===== src/rtl/pc_gen_pkg.sv =====
`default_nettype none
// ============================================================================
// Module   : pc_gen_pkg
// Purpose  : Shared CPU definitions for the fetch front end: bus widths,
//            PC generator state encodings and redirect priority codes.
// Ports    : none (package)
// Revision : 1.0 - initial release
// ============================================================================
package pc_gen_pkg;

    // Bus widths shared across the pipeline.
    localparam int StallBus   = 6;
    localparam int InsAddrBus = 32;

    // PC generator state encodings.
    typedef enum logic [1:0] {
        ST_BOOT = 2'd0,
        ST_RUN  = 2'd1,
        ST_HALT = 2'd2
    } pc_state_e;

    // Redirect priority codes; a larger code means a higher priority.
    typedef logic [1:0] redir_prio_t;

    localparam redir_prio_t c_PRIO_NONE = 2'd0;
    localparam redir_prio_t c_PRIO_JMP  = 2'd1;
    localparam redir_prio_t c_PRIO_BR   = 2'd2;
    localparam redir_prio_t c_PRIO_TRAP = 2'd3;

    // A stalled redirect may replace a held one only at equal or higher priority.
    function automatic logic prio_overrides(input redir_prio_t fresh,
                                            input redir_prio_t held);
        return (fresh >= held);
    endfunction

endpackage
`default_nettype wire


===== src/rtl/pc_gen_redirect_arb.sv =====
`default_nettype none
// ============================================================================
// Module   : pc_redirect_arb
// Purpose  : Combinational fixed-priority select among the three redirect
//            sources (trap > branch > jump).
// Ports    : trap_en/trap_addr, br_en/br_addr, jmp_en/jmp_addr - requests
//            redir_valid  - any request present
//            redir_addr   - target of the winning request
//            redir_prio   - priority code of the winning request
// Revision : 1.0 - initial release
// ============================================================================
module pc_redirect_arb
    import pc_gen_pkg::*;
#(
    parameter int XLEN = InsAddrBus
) (
    input  logic            trap_en,
    input  logic [XLEN-1:0] trap_addr,
    input  logic            br_en,
    input  logic [XLEN-1:0] br_addr,
    input  logic            jmp_en,
    input  logic [XLEN-1:0] jmp_addr,
    output logic            redir_valid,
    output logic [XLEN-1:0] redir_addr,
    output redir_prio_t     redir_prio
);

    always_comb begin
        redir_valid = 1'b0;
        redir_addr  = '0;
        redir_prio  = c_PRIO_NONE;
        if (trap_en) begin
            redir_valid = 1'b1;
            redir_addr  = trap_addr;
            redir_prio  = c_PRIO_TRAP;
        end else if (br_en) begin
            redir_valid = 1'b1;
            redir_addr  = br_addr;
            redir_prio  = c_PRIO_BR;
        end else if (jmp_en) begin
            redir_valid = 1'b1;
            redir_addr  = jmp_addr;
            redir_prio  = c_PRIO_JMP;
        end
    end

endmodule
`default_nettype wire


===== src/rtl/pc_gen.sv =====
`default_nettype none
// ============================================================================
// Module   : pc_gen
// Purpose  : Program counter generator. Issues sequential fetch addresses,
//            applies trap/branch/jump redirects, and holds a pending
//            redirect while the stage is stalled.
// Ports    : clk        - clock, rising edge
//            rst_n      - synchronous active-low reset
//            stall_i    - stall bus, bit 0 stalls this stage
//            trap_*, br_*, jmp_* - redirect requests and targets
//            pc_ready   - fetch accepts the current pc
//            pc_valid   - pc holds a fetch request
//            pc         - current fetch address (registered)
//            misalign_o - one-cycle pulse on a misaligned redirect
// Macro    : PC_GEN_MISALIGN_CHK_EN - enables misaligned-target detection
//            and the HALT state; without it misalign_o is tied low.
// Revision : 1.0 - initial release
// ============================================================================
module pc_gen
    import pc_gen_pkg::*;
#(
    parameter int              XLEN    = InsAddrBus,
    parameter logic [XLEN-1:0] PC_RST  = 32'h8000_0000,
    parameter int              STALL_W = StallBus,
    parameter int              STEP    = 4
) (
    input  logic               clk,
    input  logic               rst_n,
    input  logic [STALL_W-1:0] stall_i,
    input  logic               trap_en,
    input  logic [XLEN-1:0]    trap_addr,
    input  logic               br_en,
    input  logic [XLEN-1:0]    br_addr,
    input  logic               jmp_en,
    input  logic [XLEN-1:0]    jmp_addr,
    input  logic               pc_ready,
    output logic               pc_valid,
    output logic [XLEN-1:0]    pc,
    output logic               misalign_o
);

    localparam logic [XLEN-1:0] c_STEP = XLEN'(STEP);

    pc_state_e       r_state;
    pc_state_e       w_state_nxt;
    logic [XLEN-1:0] r_pc;
    logic [XLEN-1:0] w_pc_nxt;
    logic            r_pend_valid;
    logic            w_pend_valid_nxt;
    logic [XLEN-1:0] r_pend_addr;
    logic [XLEN-1:0] w_pend_addr_nxt;
    redir_prio_t     r_pend_prio;
    redir_prio_t     w_pend_prio_nxt;

    logic            w_redir_valid;
    logic [XLEN-1:0] w_redir_addr;
    redir_prio_t     w_redir_prio;
    logic            w_stall;
    logic            w_apply_valid;
    logic [XLEN-1:0] w_apply_addr;

    // Only bit 0 concerns this stage; the rest belong to later stages.
    logic            w_unused_stall;
    assign w_unused_stall = ^stall_i;
    assign w_stall        = stall_i[0];

    pc_redirect_arb #(
        .XLEN (XLEN)
    ) u_arb (
        .trap_en     (trap_en),
        .trap_addr   (trap_addr),
        .br_en       (br_en),
        .br_addr     (br_addr),
        .jmp_en      (jmp_en),
        .jmp_addr    (jmp_addr),
        .redir_valid (w_redir_valid),
        .redir_addr  (w_redir_addr),
        .redir_prio  (w_redir_prio)
    );

    // A fresh redirect beats a held one; either way the held one is consumed.
    assign w_apply_valid = w_redir_valid | r_pend_valid;
    assign w_apply_addr  = w_redir_valid ? w_redir_addr : r_pend_addr;

    assign pc_valid = (r_state == ST_RUN);
    assign pc       = r_pc;

`ifdef PC_GEN_MISALIGN_CHK_EN
    logic r_misalign;
    logic w_misalign_nxt;
    logic w_apply_mis;
    logic w_trap_mis;

    assign w_apply_mis = ((w_apply_addr % c_STEP) != '0);
    assign w_trap_mis  = ((trap_addr % c_STEP) != '0);
    assign misalign_o  = r_misalign;
`else
    assign misalign_o  = 1'b0;
`endif

    // ------------------------------------------------------------------
    // Next-state / next-value logic
    // ------------------------------------------------------------------
    always_comb begin
        w_state_nxt      = r_state;
        w_pc_nxt         = r_pc;
        w_pend_valid_nxt = r_pend_valid;
        w_pend_addr_nxt  = r_pend_addr;
        w_pend_prio_nxt  = r_pend_prio;
`ifdef PC_GEN_MISALIGN_CHK_EN
        w_misalign_nxt   = 1'b0;
`endif
        case (r_state)
            ST_BOOT: begin
                // Redirects are ignored while booting.
                w_state_nxt = ST_RUN;
            end

            ST_RUN: begin
                if (w_stall) begin
                    if (w_redir_valid &&
                        (!r_pend_valid || prio_overrides(w_redir_prio, r_pend_prio))) begin
                        w_pend_valid_nxt = 1'b1;
                        w_pend_addr_nxt  = w_redir_addr;
                        w_pend_prio_nxt  = w_redir_prio;
                    end
                end else begin
                    w_pend_valid_nxt = 1'b0;
                    w_pend_prio_nxt  = c_PRIO_NONE;
                    if (w_apply_valid) begin
`ifdef PC_GEN_MISALIGN_CHK_EN
                        if (w_apply_mis) begin
                            w_misalign_nxt = 1'b1;
                            w_state_nxt    = ST_HALT;
                        end else begin
                            w_pc_nxt = w_apply_addr;
                        end
`else
                        w_pc_nxt = w_apply_addr;
`endif
                    end else if (pc_valid && pc_ready) begin
                        // Wraps modulo 2^XLEN by construction.
                        w_pc_nxt = r_pc + c_STEP;
                    end
                end
            end

`ifdef PC_GEN_MISALIGN_CHK_EN
            ST_HALT: begin
                // Only an aligned trap restarts fetch.
                if (!w_stall && trap_en) begin
                    if (w_trap_mis) begin
                        w_misalign_nxt = 1'b1;
                    end else begin
                        w_pc_nxt    = trap_addr;
                        w_state_nxt = ST_RUN;
                    end
                end
            end
`endif

            default: begin
                w_state_nxt = ST_BOOT;
            end
        endcase
    end

    // ------------------------------------------------------------------
    // State registers
    // ------------------------------------------------------------------
    always_ff @(posedge clk) begin
        if (!rst_n) begin
            r_state      <= ST_BOOT;
            r_pc         <= PC_RST;
            r_pend_valid <= 1'b0;
            r_pend_addr  <= '0;
            r_pend_prio  <= c_PRIO_NONE;
        end else begin
            r_state      <= w_state_nxt;
            r_pc         <= w_pc_nxt;
            r_pend_valid <= w_pend_valid_nxt;
            r_pend_addr  <= w_pend_addr_nxt;
            r_pend_prio  <= w_pend_prio_nxt;
        end
    end

`ifdef PC_GEN_MISALIGN_CHK_EN
    always_ff @(posedge clk) begin
        if (!rst_n) begin
            r_misalign <= 1'b0;
        end else begin
            r_misalign <= w_misalign_nxt;
        end
    end
`endif

endmodule
`default_nettype wire

===== config.mk =====
export PLATFORM = sky130hd
export DESIGN_NAME = pc_gen
export DESIGN_NICKNAME = d
export VERILOG_FILES = /design/src/rtl/pc_gen_pkg.sv /design/src/rtl/pc_gen_redirect_arb.sv /design/src/rtl/pc_gen.sv
export SDC_FILE = /design/constraint.sdc
export NUM_CORES = 1
export LEC_CHECK = 0
export ABC_AREA = 1
export BUFFER_PORTS_ARGS = -buffer_cell sky130_fd_sc_hd__buf_2
export CORE_ASPECT_RATIO = 2
export CORE_UTILIZATION = 53
export CTS_BUF_LIST = sky130_fd_sc_hd__clkbuf_2 sky130_fd_sc_hd__clkbuf_4 sky130_fd_sc_hd__clkbuf_8
export DETAILED_ROUTE_END_ITERATION = 16
export PLACE_DENSITY = 0.82
export RECOVER_POWER = 100
export SLEW_MARGIN = 20
export SYNTH_ARGS = -nofsm -noshare
export SYNTH_HDL_FRONTEND = slang
export SYNTH_SLANG_ARGS = --single-unit

===== constraint.sdc =====
create_clock -name clk -period 2.5 [get_ports clk]
set_input_delay 0.25 -clock clk [delete_from_list [all_inputs] [get_ports clk]]
set_output_delay 0.25 -clock clk [all_outputs]
set_load 0.01 [all_outputs]

# After elaboration in Yosys (flattened, before gate mapping)
# Index checks and enable logic that the tools add are counted.
# word_totals
word_cells	37
inputBits	108
out_inout_bits	34
ff_bits	69
# classes
reduce_logical	9
bitwise	2
n_addsub	1
magnitude_cmp	1
mux	17
n_eq_ne	2
# ops
operator	n
$mux 32	6
$add 32x3->32 const B	1
$mux 2	4
$mux 1	6
$reduce_and 3->1	2
$pmux 2 s2	1
$eq 2x1->1 const B	1
$ge 2x2->1	1
$logic_and 1x1->1	2
$logic_not 2->1	1
$ne 2x1->1 const B	1
$reduce_and 2->1	1
$reduce_bool 2->1	1
$logic_not 1->1	1
$logic_or 1x1->1	1
$not 1->1	1
$or 1x1->1	1

# Logic depth before layout (Yosys ltp)
# logic_depth
depth_word	8
mapped_depth	17
ltp_nobuf	13

# Hierarchy
# From an unflattened synthesis, not the netlist that was laid out.
# unflattened
hier_cells	730
hier_area_um2	4645.7
# by_module_without_submodules
module	area_each_um2	cells_per_inst	instances	seq_area_each_um2
pc_gen	3792.4	578	1	1361.3
pc_redirect_arb	853.3	152	1	0.0

# Least setup slack after synthesis
# OpenSTA, ideal clock, no wires.
# synth_path
kind	input port to flip-flop
startpoint	input port trap_en
endpoint	register r_pend_addr[23]
n_path_buf	4
arrival_time_ns	1.879
slack_ns	0.502
setup_ns	0.119
cell_stages	14
required_ns	2.381
path_cell_list	inv_2 -> buf_2 -> buf_1 -> nand2_1 -> ha_1 -> o21ai_0 -> nand2_1 -> nand3_2 -> nor2_2 -> buf_6 -> buf_6 -> nand2_1 -> nand2_1 -> a21oi_1
# synth_via
elab_chain_len	5
word_cells_on_any_way	7
classes_between	1 x order compare; 3 x mux; 3 x reduce/logical
# synth_rtl
item	line	source
start, declared	pc_gen.sv:30	input logic trap_en,
$mux 2	pc_gen_redirect_arb.sv:32	if (trap_en) begin
$ge 2x2->1	pc_gen_pkg.sv:33	return (fresh >= held);
$logic_or 1x1->1	pc_gen.sv:122	(!r_pend_valid || prio_overrides(w_redir_prio, r_pend_prio))) begin
$logic_and 1x1->1	pc_gen.sv:121	if (w_redir_valid &&
$reduce_and 3->1 (no line)	n/a	
end signal, assigned	pc_gen.sv:182	r_pend_addr <= w_pend_addr_nxt;
end, declared	pc_gen.sv:50	logic [XLEN-1:0] r_pend_addr;
# Parallel ways exist; a longest one is shown, timed or not.
# A chain may end at the register's enable or synchronous reset.

# Worst setup path in the final report
# layout_path
startpoint	register r_pend_prio[1]
endpoint	register r_pend_addr[28]
# layout_via
elab_chain_len	4
# layout_rtl
item	line	source
start, declared	pc_gen.sv:52	redir_prio_t r_pend_prio;
start signal, assigned	pc_gen.sv:177	r_pend_prio <= c_PRIO_NONE;
start signal, assigned	pc_gen.sv:183	r_pend_prio <= w_pend_prio_nxt;
$ge 2x2->1	pc_gen_pkg.sv:33	
$logic_or 1x1->1	pc_gen.sv:122	
$logic_and 1x1->1	pc_gen.sv:121	
$reduce_and 3->1 (no line)	n/a	
# Every way passes these cells.

==> results.sh <==
export IMPL_die_w_um=67.5
export IMPL_powerDensity_nw_per_um2=522
export IMPL_grt_max_degree=46
export IMPL_clk_latency_ns=0.36
export IMPL_rows=47
export IMPL_ys_seq_elements=68
export IMPL_ys_top_cells_by_area="dfxtp_1 30%, nand2_1 15%, a21oi_1 12%"
export IMPL_finalSetupTns_ns=0
export IMPL_hold_class="in2reg"
export IMPL_diodes=0
export IMPL_avgSynthCellArea_um2=6.08
export IMPL_cts_buffers=9
export IMPL_cap_violations=0
export IMPL_initial_core_util_pct=54.8
export IMPL_h_tree_depth=3
export IMPL_rsz0062_at_grt="no"
export IMPL_grt_pass1_vias=4935
export IMPL_timing_worst_slew_pin_value_ns=0.979
export IMPL_crit_buf_inv=2
export IMPL_fin_util_pct=64.9
export IMPL_status="completed"
export IMPL_synthDistinctLibCells=34
export IMPL_design_area_um2=5380
export IMPL_synth_seq_area_share_pct=30.0
export IMPL_peakVddDrop_v=0.000400
export IMPL_path_max_fanout=29
export IMPL_antenna_found_initial=0
export IMPL_drt_first_pass_iters=5
export IMPL_seqCellArea_um2=1360
export IMPL_synth_top_area_share_pct=30.0
export IMPL_fmax_mhz=480
export IMPL_fin_skew_ns=0.00945
export IMPL_synth_top_area_cell="dfxtp_1"
export IMPL_crit_path_frequent_cell="o21ai_0"
export IMPL_overflow=0
export IMPL_via_count=5420
export IMPL_post_route_period_util_pct=83.3
export IMPL_grt_pass1_wl_um=23200
export IMPL_drive_above_1_share_pct=17.6
export IMPL_die_area_um2=8970
export IMPL_core_area_um2=8290
export IMPL_synth_enable_flop_cells=0
export IMPL_end_kind="flip-flop"
export IMPL_cpPeakStageDelay_ns=0.44
export IMPL_die_y_um=133
export IMPL_worstPathRequired_ns=2.74
export IMPL_leakagePower_nw=2.29
export IMPL_cts_setup_buffers=0
export IMPL_synth_area_um2=4540
export IMPL_worstSetupStartpointType="flip-flop"
export IMPL_hold_violations=0
export IMPL_wl_um=14500
export IMPL_fin_crit_ns=2.08
export IMPL_holdWs_ns=0.228
export IMPL_timing_max_slew_rel_slack_pct=34.8
export IMPL_cts_buffer_depth=2
export IMPL_io_pins=142
export IMPL_synth_nets=858
export IMPL_ant_nets=0
export IMPL_synth_flop_cell="dfxtp_1"
export IMPL_finalPower_mw=2.81
export IMPL_area_delta_synth_final_pct=18.5
export IMPL_port_buffers=135
export IMPL_drt_vias_per_instance=5.59
export IMPL_syn_instance_count=747
export IMPL_place_ws_ns=0.389
export IMPL_wl_per_cell_um=15.0
export IMPL_drcViolationCount=0
export IMPL_cts_resized=0
export IMPL_place_inst=953
export IMPL_yosysWarningCount=0
export IMPL_drt_iter0_drc=343
export IMPL_setup_viol=0
export IMPL_placed_area_um2=5220
export IMPL_grt_use_total_pct=33.9
export IMPL_async_flop_share_pct=0
export IMPL_tritoncts="built"
export IMPL_critical_path_top_delay_family="simple AND/OR/NAND/NOR gates"
export IMPL_critPathKind="reg2reg"
export IMPL_slowest_stage="nor2_1"
export IMPL_fillers=803
export IMPL_cts_sinks=68
export IMPL_layout_cells_non_filler=969
export IMPL_slew_violations=0
export IMPL_gp_congestion=0.971
export IMPL_setup_slack_ns=0.417
export IMPL_clk_pin_slew_worst_paths_ns=0.08
export IMPL_path_cells="inv_1 -> ha_1 -> o21ai_0 -> nand2_1 -> nand3_2 -> nor2_1 -> inv_2 -> o21ai_0 -> a21oi_1"
export IMPL_cts_root_buf="clkbuf_8"
export IMPL_multiInputGateArea_um2=2680
export IMPL_holdBufCountCts=0
export IMPL_hpwl_um=11300
export IMPL_nets=977
export IMPL_crit_arrival_ns=2.32
==> cell type report <==
cell class / count / share of cell area (%)
Clock buffer: 10 / 2.56
Clock inverter: 6 / 1.60
Inverter: 64 / 4.46
Multi-Input combinational cell: 571 / 49.8
Sequential cell: 68 / 25.3
Tap cell: 98 / 2.28
Timing Repair Buffer: 152 / 14.0
==> tightest hold or removal path: stages <==
cell and delay, ns:
buf_2 0.07, o2bb2ai_1 0.08, a21oi_1 0.14
==> flip-flops by register name, indices dropped and copies added (netlist names) <==
name	cells
pc	32
r_pend_prio	2
r_state	1
r_pend_valid	1
r_pend_addr	32
==> placed cells by master (no fill, tap or decap), types with 2 or more instances in the layout <==
master     Yosys  layout
nand2_1      187     187
a21oi_1      109     109
buf_2         17     102
nor2_1        83      85
dfxtp_1       68      68
inv_1         57      58
o21ai_0       25      52
nand3_1       37      37
clkbuf_1      10      34
nor3_1        19      19
o21ai_1       46      19
o22ai_1       14      14
buf_4          3      14
clkbuf_8       0      10
nand3b_1       8       8
inv_2          7       6
nor2_2         7       6
nand4_1        6       6
o2bb2ai_1      5       5
xor2_1         5       5
ha_1           3       3
nand2_2        2       2
a31oi_1        2       2
o211ai_1       2       2
o21a_1         2       2
clkinv_2       0       2
bufinv_16      0       2
clkbuf_2       0       2
==> cells by family after synthesis <==
logic type	after synthesis	share of synthesized area (%)
flip-flops	68	30.0
AND/OR/NAND/NOR	355	33.4
other	1	0.0826
XOR/XNOR	5	0.964
AO/OA/AOI/OAI	207	24.0
adder cells (fa/ha/maj)	3	0.827
buffers and inverters	108	10.8
==> synthesized netlist by cell type (2+ instances only) <==
cell	instances
xor2_1	5
o2bb2ai_1	5
buf_4	3
inv_1	57
nor2_4	2
o22ai_1	14
nand3b_1	8
buf_6	7
o211ai_1	2
nand3_1	37
o21ai_0	25
o21ai_1	46
nand2_2	2
ha_1	3
buf_2	17
nor2_1	83
nand4_1	6
nor3_1	19
o21a_1	2
a31oi_1	2
clkbuf_1	10
buf_1	7
nand2_1	187
nor2_2	7
dfxtp_1	68
a21oi_1	109
inv_2	7
==> path summary, 6_finish.rpt <==
check	startpoint	endpoint	slack, ns	cells after the start
hold reg to reg	r_pend_addr[3]$_SDFFE_PN0P_	r_pend_addr[3]$_SDFFE_PN0P_	0.45	2
hold / removal	trap_addr[6]	r_pend_addr[6]$_SDFFE_PN0P_	0.23	3
setup reg to reg	r_pend_prio[1]$_SDFFE_PN0P_	r_pend_addr[28]$_SDFFE_PN0P_	0.42	9
setup / recovery	r_pend_prio[1]$_SDFFE_PN0P_	r_pend_addr[28]$_SDFFE_PN0P_	0.42	9
==> power by group <==
part | switching, mW | internal, mW
sequential | 0.0798 | 1.16
clock | 0.439 | 0.588
combinational | 0.329 | 0.210
==> per-layer routing <==
| metal | routed length [µm] | vias to the layer above | global-route usage, % |
|---|---|---|---|
| met5 | 0 | - | 0 |
| met4 | 765 | 0 | 20.4 |
| met3 | 745 | 53 | 4.91 |
| met2 | 7520 | 225 | 57.6 |
| met1 | 5470 | 2438 | 37.9 |
| li1 | - | 2704 | - |
Note: power is estimated with default switching activity, not from simulation.
